## config.mk

```make
export PLATFORM = sky130hd
export DESIGN_NAME = player_controller
export DESIGN_NICKNAME = d
export VERILOG_FILES = /design/src/rtl/player_controller.sv
export SDC_FILE = /design/constraint.sdc
export NUM_CORES = 1
export LEC_CHECK = 0
export ABC_AREA = 1
export CAP_MARGIN = 20
export CORE_AREA = 2 2 179 181
export CTS_CLUSTER_DIAMETER = 150
export DETAILED_ROUTE_END_ITERATION = 8
export DIE_AREA = 0 0 181 183
export MAX_ROUTING_LAYER = met4
export PLACE_DENSITY = 0.6
export SYNTH_ARGS = -nofsm -noshare
export SYNTH_HDL_FRONTEND = slang
export SYNTH_SLANG_ARGS = --single-unit
```

## constraint.sdc

```tcl
create_clock -name clock -period 3.3 [get_ports clock]
set_input_delay 0.495 -clock clock [delete_from_list [all_inputs] [get_ports clock]]
set_output_delay 0.495 -clock clock [all_outputs]
set_load 0.03 [all_outputs]
```

## src/rtl/player_controller.sv

```systemverilog
// Player movement/interaction: synchronised buttons -> per-frame position with collision and clamping, plus pick-up/drop pulses.
// Latency: position lands 3 cycles after IDLE takes a frame tick, pulses 1 cycle after ACT; no backpressure, late edges fold into pending flags.
module player_controller #(
  parameter int SPEED   = 2,
  parameter int SPAWN_X = 192,
  parameter int SPAWN_Y = 112,
  parameter int MAX_X   = 384,
  parameter int MAX_Y   = 224
) (
  input  logic                   clock,
  input  logic                   reset,
  input  logic                   btn_up,
  input  logic                   btn_down,
  input  logic                   btn_left,
  input  logic                   btn_right,
  input  logic                   btn_action,
  input  logic                   vsync_in,
  input  logic [2:0]             game_state,
  input  logic [7:0][12:0][3:0]  object_grid,
  output logic [8:0]             player_x,
  output logic [8:0]             player_y,
  output logic [1:0]             player_direction,
  output logic [3:0]             player_state,
  output logic                   pickup_valid,
  output logic                   drop_valid,
  output logic [2:0]             target_row,
  output logic [3:0]             target_col,
  output logic [3:0]             drop_item
);
  localparam logic [2:0] S_IDLE    = 3'd0;
  localparam logic [2:0] S_CHECK_A = 3'd1;
  localparam logic [2:0] S_CHECK_B = 3'd2;
  localparam logic [2:0] S_COMMIT  = 3'd3;
  localparam logic [2:0] S_ACT     = 3'd4;

  localparam logic [9:0] SPD   = 10'(SPEED);
  localparam logic [9:0] MAXX  = 10'(MAX_X);
  localparam logic [9:0] MAXY  = 10'(MAX_Y);
  localparam logic [8:0] SPWNX = 9'(SPAWN_X);
  localparam logic [8:0] SPWNY = 9'(SPAWN_Y);

  // bit order: {action, right, left, down, up, vsync}
  logic [5:0] s1_q, s2_q;
  logic       vs_prev_q, act_prev_q;
  logic [2:0] fsm_q, fsm_d;
  logic [8:0] x_q, x_d, y_q, y_d, nx_q, nx_d, ny_q, ny_d;
  logic [1:0] dir_q, dir_d;
  logic [3:0] held_q, held_d, drop_item_q, drop_item_d;
  logic       tick_pend_q, tick_pend_d, act_pend_q, act_pend_d;
  logic       blocked_q, blocked_d, pickup_q, pickup_d, drop_q, drop_d;
  logic [2:0] trow_q, trow_d;
  logic [3:0] tcol_q, tcol_d;

  logic       frame_tick, act_edge, any_dir;
  logic [1:0] dir_sel;
  logic [9:0] x10, y10, cand_x, cand_y, cx, cy, tx, ty;
  logic       t_out;
  logic [8:0] px, py;
  logic [2:0] lk_row;
  logic [3:0] lk_col, code;

  assign frame_tick = vs_prev_q & ~s2_q[0];
  assign act_edge   = s2_q[5] & ~act_prev_q;
  assign any_dir    = |s2_q[4:1];
  assign dir_sel    = s2_q[1] ? 2'd0 : s2_q[2] ? 2'd1 : s2_q[3] ? 2'd2 : 2'd3;
  assign x10        = {1'b0, x_q};
  assign y10        = {1'b0, y_q};

  always_comb begin
    cand_x = x10;
    cand_y = y10;
    case (dir_sel)
      2'd0:    cand_y = (y10 < SPD) ? 10'd0 : y10 - SPD;
      2'd1:    cand_y = (y10 + SPD > MAXY) ? MAXY : y10 + SPD;
      2'd2:    cand_x = (x10 < SPD) ? 10'd0 : x10 - SPD;
      default: cand_x = (x10 + SPD > MAXX) ? MAXX : x10 + SPD;
    endcase
  end

  // Leading-edge corner: CHECK_A takes the first, CHECK_B the second.
  always_comb begin
    px = ((dir_q == 2'd3) || (fsm_q == S_CHECK_B && dir_q != 2'd2)) ? nx_q + 9'd31 : nx_q;
    py = ((dir_q == 2'd1) || (fsm_q == S_CHECK_B && dir_q != 2'd0)) ? ny_q + 9'd31 : ny_q;
  end

  always_comb begin
    cx    = x10 + 10'd16;
    cy    = y10 + 10'd16;
    tx    = cx;
    ty    = cy;
    t_out = 1'b0;
    case (dir_q)
      2'd0: begin t_out = (cy < 10'd32); ty = cy - 10'd32; end
      2'd1: begin ty = cy + 10'd32; t_out = (ty > 10'd255); end
      2'd2: begin t_out = (cx < 10'd32); tx = cx - 10'd32; end
      default: begin tx = cx + 10'd32; t_out = (tx > 10'd415); end
    endcase
  end

  always_comb begin
    lk_row = (fsm_q == S_ACT) ? ty[7:5] : py[7:5];
    lk_col = (fsm_q == S_ACT) ? tx[8:5] : px[8:5];
    code   = 4'd0;
    if (lk_col < 4'd13) code = object_grid[lk_row][lk_col];
  end

  always_comb begin
    fsm_d       = fsm_q;
    x_d         = x_q;
    y_d         = y_q;
    nx_d        = nx_q;
    ny_d        = ny_q;
    dir_d       = dir_q;
    held_d      = held_q;
    drop_item_d = drop_item_q;
    tick_pend_d = tick_pend_q;
    act_pend_d  = act_pend_q;
    blocked_d   = blocked_q;
    pickup_d    = 1'b0;
    drop_d      = 1'b0;
    trow_d      = trow_q;
    tcol_d      = tcol_q;
    case (fsm_q)
      S_IDLE: begin
        if (game_state != 3'd1) begin
          x_d         = SPWNX;
          y_d         = SPWNY;
          tick_pend_d = 1'b0;
          act_pend_d  = 1'b0;
        end else if (tick_pend_q) begin
          tick_pend_d = 1'b0;
          if (any_dir) begin
            dir_d     = dir_sel;
            nx_d      = cand_x[8:0];
            ny_d      = cand_y[8:0];
            blocked_d = 1'b0;
            fsm_d     = S_CHECK_A;
          end
        end else if (act_pend_q) begin
          act_pend_d = 1'b0;
          fsm_d      = S_ACT;
        end
      end
      S_CHECK_A: begin
        blocked_d = blocked_q | (code != 4'd0);
        fsm_d     = S_CHECK_B;
      end
      S_CHECK_B: begin
        blocked_d = blocked_q | (code != 4'd0);
        fsm_d     = S_COMMIT;
      end
      S_COMMIT: begin
        if (!blocked_q) begin
          x_d = nx_q;
          y_d = ny_q;
        end
        fsm_d = S_IDLE;
      end
      S_ACT: begin
        if (!t_out) begin
          if (held_q == 4'd0 && code != 4'd0 && code < 4'd8) begin
            held_d   = code;
            pickup_d = 1'b1;
            trow_d   = lk_row;
            tcol_d   = lk_col;
          end else if (held_q != 4'd0 && code == 4'd8) begin
            drop_item_d = held_q;
            held_d      = 4'd0;
            drop_d      = 1'b1;
            trow_d      = lk_row;
            tcol_d      = lk_col;
          end
        end
        fsm_d = S_IDLE;
      end
      default: fsm_d = S_IDLE;
    endcase
    // New edges win over same-cycle consumption so none is dropped.
    if (frame_tick) tick_pend_d = 1'b1;
    if (act_edge)   act_pend_d  = 1'b1;
  end

  always_ff @(posedge clock or negedge reset) begin
    if (!reset) begin
      s1_q        <= '0;
      s2_q        <= '0;
      vs_prev_q   <= 1'b0;
      act_prev_q  <= 1'b0;
      fsm_q       <= S_IDLE;
      x_q         <= SPWNX;
      y_q         <= SPWNY;
      nx_q        <= '0;
      ny_q        <= '0;
      dir_q       <= 2'd1;
      held_q      <= '0;
      drop_item_q <= '0;
      tick_pend_q <= 1'b0;
      act_pend_q  <= 1'b0;
      blocked_q   <= 1'b0;
      pickup_q    <= 1'b0;
      drop_q      <= 1'b0;
      trow_q      <= '0;
      tcol_q      <= '0;
    end else begin
      s1_q        <= {btn_action, btn_right, btn_left, btn_down, btn_up, vsync_in};
      s2_q        <= s1_q;
      vs_prev_q   <= s2_q[0];
      act_prev_q  <= s2_q[5];
      fsm_q       <= fsm_d;
      x_q         <= x_d;
      y_q         <= y_d;
      nx_q        <= nx_d;
      ny_q        <= ny_d;
      dir_q       <= dir_d;
      held_q      <= held_d;
      drop_item_q <= drop_item_d;
      tick_pend_q <= tick_pend_d;
      act_pend_q  <= act_pend_d;
      blocked_q   <= blocked_d;
      pickup_q    <= pickup_d;
      drop_q      <= drop_d;
      trow_q      <= trow_d;
      tcol_q      <= tcol_d;
    end
  end

  assign player_x         = x_q;
  assign player_y         = y_q;
  assign player_direction = dir_q;
  assign player_state     = held_q;
  assign pickup_valid     = pickup_q;
  assign drop_valid       = drop_q;
  assign target_row       = trow_q;
  assign target_col       = tcol_q;
  assign drop_item        = drop_item_q;
endmodule

```

Yosys cells after proc, flatten, opt, wreduce, memory -nomap -nowiden
Index checks and enable logic that the tools add are counted.

Bits in latches: 0. Flip-flop bits (word level): 75. Memory bits (writable): 0. Bits of input ports: 427. Output and inout bits: 37. Logic and storage cells: 156. Memories: 0. Bits in read-only memories: 0.

Multiply operators: 0. Div/mod/pow operators: 0. Equal/unequal tests: 20. Reductions and logical operators: 30. $add $sub $neg: 12. Multiplexer cells: 55. Order comparisons: 12. Shift operators: 0. Bitwise gates (word level): 8.

Operators with widths (number): 52-bit binary-select mux with 3-bit select (1); 9-bit case mux with 2 select lines (5); 9-bit two-way mux (9); 52-bit two-way mux (1); 4-bit two-way mux (7); 3-bit two-way mux (7); 10-bit by 6-bit adder with 10-bit output (second input constant) (2); 9-bit by 2-bit adder with 10-bit output (second input constant) (2); 9-bit by 5-bit adder with 10-bit output (second input constant) (2); 10-bit by 8-bit > comparator with 1-bit output (second input constant) (2); 10-bit by 9-bit > comparator with 1-bit output (second input constant) (2); 10-bit by 6-bit < comparator with 1-bit output (second input constant) (2); 9-bit by 2-bit < comparator with 1-bit output (second input constant) (2); 9-bit by 2-bit subtractor with 9-bit output (second input constant) (2); 1-bit two-way mux (17); 4-bit binary-select mux with 4-bit select (1); 8-bit case mux with 2 select lines (1); 2-bit != test (second input constant) (6); 4-bit AND reduction (3); 2-bit nonzero test (6); 9-bit by 5-bit adder with 9-bit output (second input constant) (1); 3-bit case mux with 3 select lines (1); 3-bit AND reduction (3); 9-bit by 6-bit subtractor with 9-bit output (second input constant) (1); other kinds (29) (51).

Longest topological paths before layout
Depth after elaboration: 16. Depth in mapped cells: 26. Depth with buffers taken out: 25.

Worst setup path before layout
Ideal clock, no wire load.

Kind: reg-to-reg. From: register y_q[5] (netlist: player_y[5]). To: register held_q[1] (netlist: player_state[1]). Data required time: 3.182 ns. Arrival time: 3.538 ns. Clock period less this slack: 3.656 ns. Setup time: 0.118 ns. Path slack: -0.356 ns. Cell stages (with the launch flop): 25. Path buffers: 4. Cells stage by stage: dfstp_2 clkbuf_1 inv_1 ha_1 ha_1 or2_2 nand3_1 nand2_1 nand2_1 buf_2 buf_2 nand3_1 nand3_1 nand3_1 nand3_1 nand3_1 nand2_1 nand2_1 nand2_2 nand2_1 nor2_1 nand2_2 buf_6 nand3_1 nand2_1.

Word-level cells in the longest chain between the ends: 14.

RTL lines: start: declaration (line 46) `logic [8:0] x_q, x_d, y_q, y_d, nx_q, nx_d, ny_q, ny_d;`; start signal: assignment (line 211) `y_q <= y_d;`; 9-bit by 5-bit adder with 10-bit output (*) (line 88) `cy = y10 + 10'd16;`; branches (longest 13 deep; another with 10-bit by 6-bit adder with 10-bit output); end signal: assignment (line 215) `held_q <= held_d;`; end: declaration (line 48) `logic [3:0] held_q, held_d, drop_item_q, drop_item_d;`.

Every way passes the cells marked *. The select of a mux whose other input is x is not followed. A chain may end at the register's enable or synchronous reset.

Final worst setup path
From: register y_q[5] (netlist: player_y[5]). To: register held_q[2] (netlist: player_state[2]).

Same word-level chain as after synthesis.

==> results.yml <==
pwr:
  p_int_mw: 9.00
  power_density_nw_per_um2: 1160
  switching_power_mw: 10.4
  seq_power_share: 0.069
  power_leakage_nw: 7.71
  vdd_drop_max_uv: 639
  comb_power_share: 0.880
  p_sw_frac: 0.537
  pwr-share-clk: 0.051
route:
  via_count: 13400
  ant_nets: 0
  first_pass_iters: 5
  drt_wl_total_mm: 56.2
  drc: 0
  wire_per_inst_um: 22.3
  via_per_inst: 5.29
  dr.first_iter.drc_count: 1183
worst_hold_path:
  holdCritPathClass: "input pin to asynchronous set/reset pin"
synth:
  syn_nets: 2010
  synth_cells: 1568
  synth_xor_area_frac: 0.0243
  ys_async_sr_fraction: 1.00
  synth_top_family_by_area: "simple AND/OR/NAND/NOR gates"
  ys_seq_area_frac: 0.210
  netlist_area_sq_um: 8990
  syn_area_per_cell_sq_um: 5.74
  synth-simple-area-share: 0.518
  synthAdderAreaFrac: 0.0209
  synth_cell_types: 46
  synth_top_flop_cell: "dfrtp_1"
  synth_edf_count: 0
  muxShareOfSynthArea: 0
  synth_compound_gate_area_share: 0.0915
  synth_seq_cells: 75
  ys_warn_count: 0
finish:
  post-route-cell-area_sq_um: 16700
  nFillCells: 3121
  drive_above_1_share: 0.172
  nets: 2531
  syn_to_final_growth_pct: 86.2
  instances_no_fill: 2524
job:
  maxCapViolations: 0
outcome:
  failed_checks: "negative setup slack"
  status: "finished with violations"
floorplan:
  fp.dieW_um: 181
  core_sq_um: 31200
  io_pins: 464
  rows: 65
  die_h_um: 183
  start_util: 0.288
  die_area_sq_um: 33100
timing:
  rsz0062_at_grt: "yes"
  finalSetupViolations: 18
  hold_ws_ps: 262
  fin_worst_skew_ps: 12.4
  post-route-period-util: 1.05
  finalMaxSlewViolations: 0
  setup_ws_ps: -177
  fin_tns_setup_ps: -2570
  hold_viol_final: 0
  max_freq_mhz: 288
  min_period_ps: 3480
  tightestPinTransition_ps: 871
  relSlewSlack: 0.420
global_routing:
  track_usage: 0.331
  grt_max_degree: 50
  grt_pass1_wl_mm: 81.1
  antenna_found_initial: 26
  grt_pass1_vias: 12700
  overflow: 0
clock_network:
  cts_buffer_depth: 2
  cts_tree: "built"
  root_buffer: "clkbuf_16"
  cts_made_buffers: 9
  clock-sinks: 75
  cts.clk_slew.worst_paths_ps: 60
  insertion_delay_ps: 340
  h-tree-depth: 3
critical_path:
  endpoint_kind: "flip-flop"
  critPathMaxFanout: 18
  critPathKind: "flip-flop to flip-flop"
  worstPathArrival_ps: 3700
  cp-start-kind: "flip-flop"
  r2r_setup_slack_ps: -180
  cp.required_ps: 3520
place:
  port_buffers: 463
  hpwlAfterDp_mm: 42.7
  placed_cells: 2430
  pre_cts_slack_ps: -321
  placed_area_sq_um: 14700
  routabilityCongestion: 0.981
-- critical path, stage by stage (launching register included) --
cell and delay (ps):
dfstp_2 580, inv_4 50, ha_4 250, buf_4 140, ha_4 240, nand3_4 100
nand4_1 160, nand2_4 130, buf_12 140, buf_12 150, nand3_1 170, nand3_1 160
nand3_2 90, nand3_2 110, nand3_2 60, nand2_1 60, nand2_1 60, nand2_2 90
nand2_2 70, nor2_4 130, nand2_4 120, buf_12 160, nand3_1 60, nand2_1 60
-- cell usage after synthesis (all sizes together) (3+ instances only) --
library cell	count	share of area
nand4	7	0.0049
ha	15	0.021
buf	67	0.049
nand3	438	0.24
dfstp	6	0.018
xor2	25	0.024
clkbuf	36	0.015
a21oi	14	0.0078
nand3b	9	0.0075
o221ai	3	0.0029
o31ai	3	0.0025
nor2	47	0.023
nor4	3	0.0021
nor3	14	0.0078
o21ai	50	0.028
dfrtp	69	0.19
a31oi	5	0.0035
o22ai	17	0.012
inv	169	0.071
nand2	516	0.22
o211ai	20	0.017
a221oi	5	0.0049
a22oi	4	0.0033
or2	16	0.011
a32oi	3	0.0050
-- worst paths after layout --
| path | depth (start not counted) | endpoint | from |
|---|---|---|---|
| max in group asynchronous | 2 | player_state[0] | reset |
| min | 1 | s2_q[5] | reset |
| max reg2reg | 23 | player_state[2] | player_y[5] |
| min reg2reg | 0 | s2_q[3] | s1_q[3] |
| min in group clock | 0 | s2_q[3] | s1_q[3] |
| max | 23 | player_state[2] | player_y[5] |
-- flip-flops by register name, indices dropped and copies added, names as in the netlist --
| signal | cells |
|---|---|
| act_pend_q | 1 |
| act_prev_q | 1 |
| blocked_q | 1 |
| drop_item | 4 |
| drop_valid | 1 |
| fsm_q | 3 |
| nx_q | 9 |
| ny_q | 9 |
| pickup_valid | 1 |
| player_direction | 2 |
| player_state | 4 |
| player_x | 9 |
| player_y | 9 |
| s1_q | 6 |
| s2_q | 6 |
| target_col | 4 |
| target_row | 3 |
| tick_pend_q | 1 |
| vs_prev_q | 1 |
-- cells in the final DEF (no fill, tap or decap), types with 5 or more instances in the layout --
master	count
nand3_4	9
o22ai_1	17
or2_2	11
buf_4	86
dfrtp_1	67
nand4_1	7
nor2_1	41
xor2_1	24
clkbuf_16	14
buf_16	15
nand3_1	325
nand3b_1	9
buf_12	35
nand2_1	485
dfstp_2	6
o21ai_1	5
nor3_1	14
ha_1	11
nand2_2	22
inv_2	11
nand3_2	104
inv_1	156
buf_6	8
a31oi_1	5
diode_2	28
clkdlybuf4s50_1	462
a21oi_1	14
o211ai_1	20
a221oi_1	5
nand2_4	7
o21ai_0	42
-- metrics by stage --
| stage | power (mW) | utilization |
|---|---|---|
| final | 19.4 | 0.536 |
| after global placement | 14.4 | 0.471 |
| after CTS | 18.5 | 0.521 |
| after global routing | 20.7 | 0.536 |
| after detailed placement | 14.4 | 0.471 |
| after floorplan | 9.46 | - |
-- routing by layer --
metal | part of all wire | up-vias | global-route usage
met2 | 0.50 | 573 | 0.566
met1 | 0.41 | 6433 | 0.397
met5 | 0 | - | -
met3 | 0.057 | 99 | 0.0409
li1 | - | 6248 | -
met4 | 0.040 | 0 | 0.136
-- timing repair --
action | 4_1_cts | 5_1_grt
buffers inserted | 25 | 8
hold buffers | 0 | 0
pin swaps | 12 | 55
setup endpoints to repair | 18 | 18
gates resized for setup | 101 | 90
gates cloned | 18 | 5
-- power by group through the flow --
stage | combinational (mW) | sequential [mW] | clock [mW]
5_1_grt | 18.3 | 1.37 | 1.05
2_1_floorplan | 8.00 | 1.47 | 0
6_report | 17.1 | 1.34 | 0.985
4_1_cts | 16.1 | 1.34 | 1.01
3_3_place_gp | 13.1 | 1.35 | 0
3_5_place_dp | 13.1 | 1.35 | 0
-- layout make-up --
type / instances / area (sq um) / area share
inverters: 171 / 652 / 0.0389
well taps: 402 / 503 / 0.0300
clock buffers: 10 / 229 / 0.0137
repair buffers: 613 / 6620 / 0.395
diodes: 28 / 70.1 / 0.00418
clock inverters: 6 / 65.1 / 0.00389
flip-flops and latches: 75 / 1890 / 0.113
multi-input cells: 1219 / 6720 / 0.401
-- logic make-up after synthesis --
logic type,after synthesis
simple gates,1050
compound gates,129
fa+ha+maj,15
xor+xnor,25
buf+inv,274
flops,75
No activity file was read; power rests on OpenSTA's default activity.
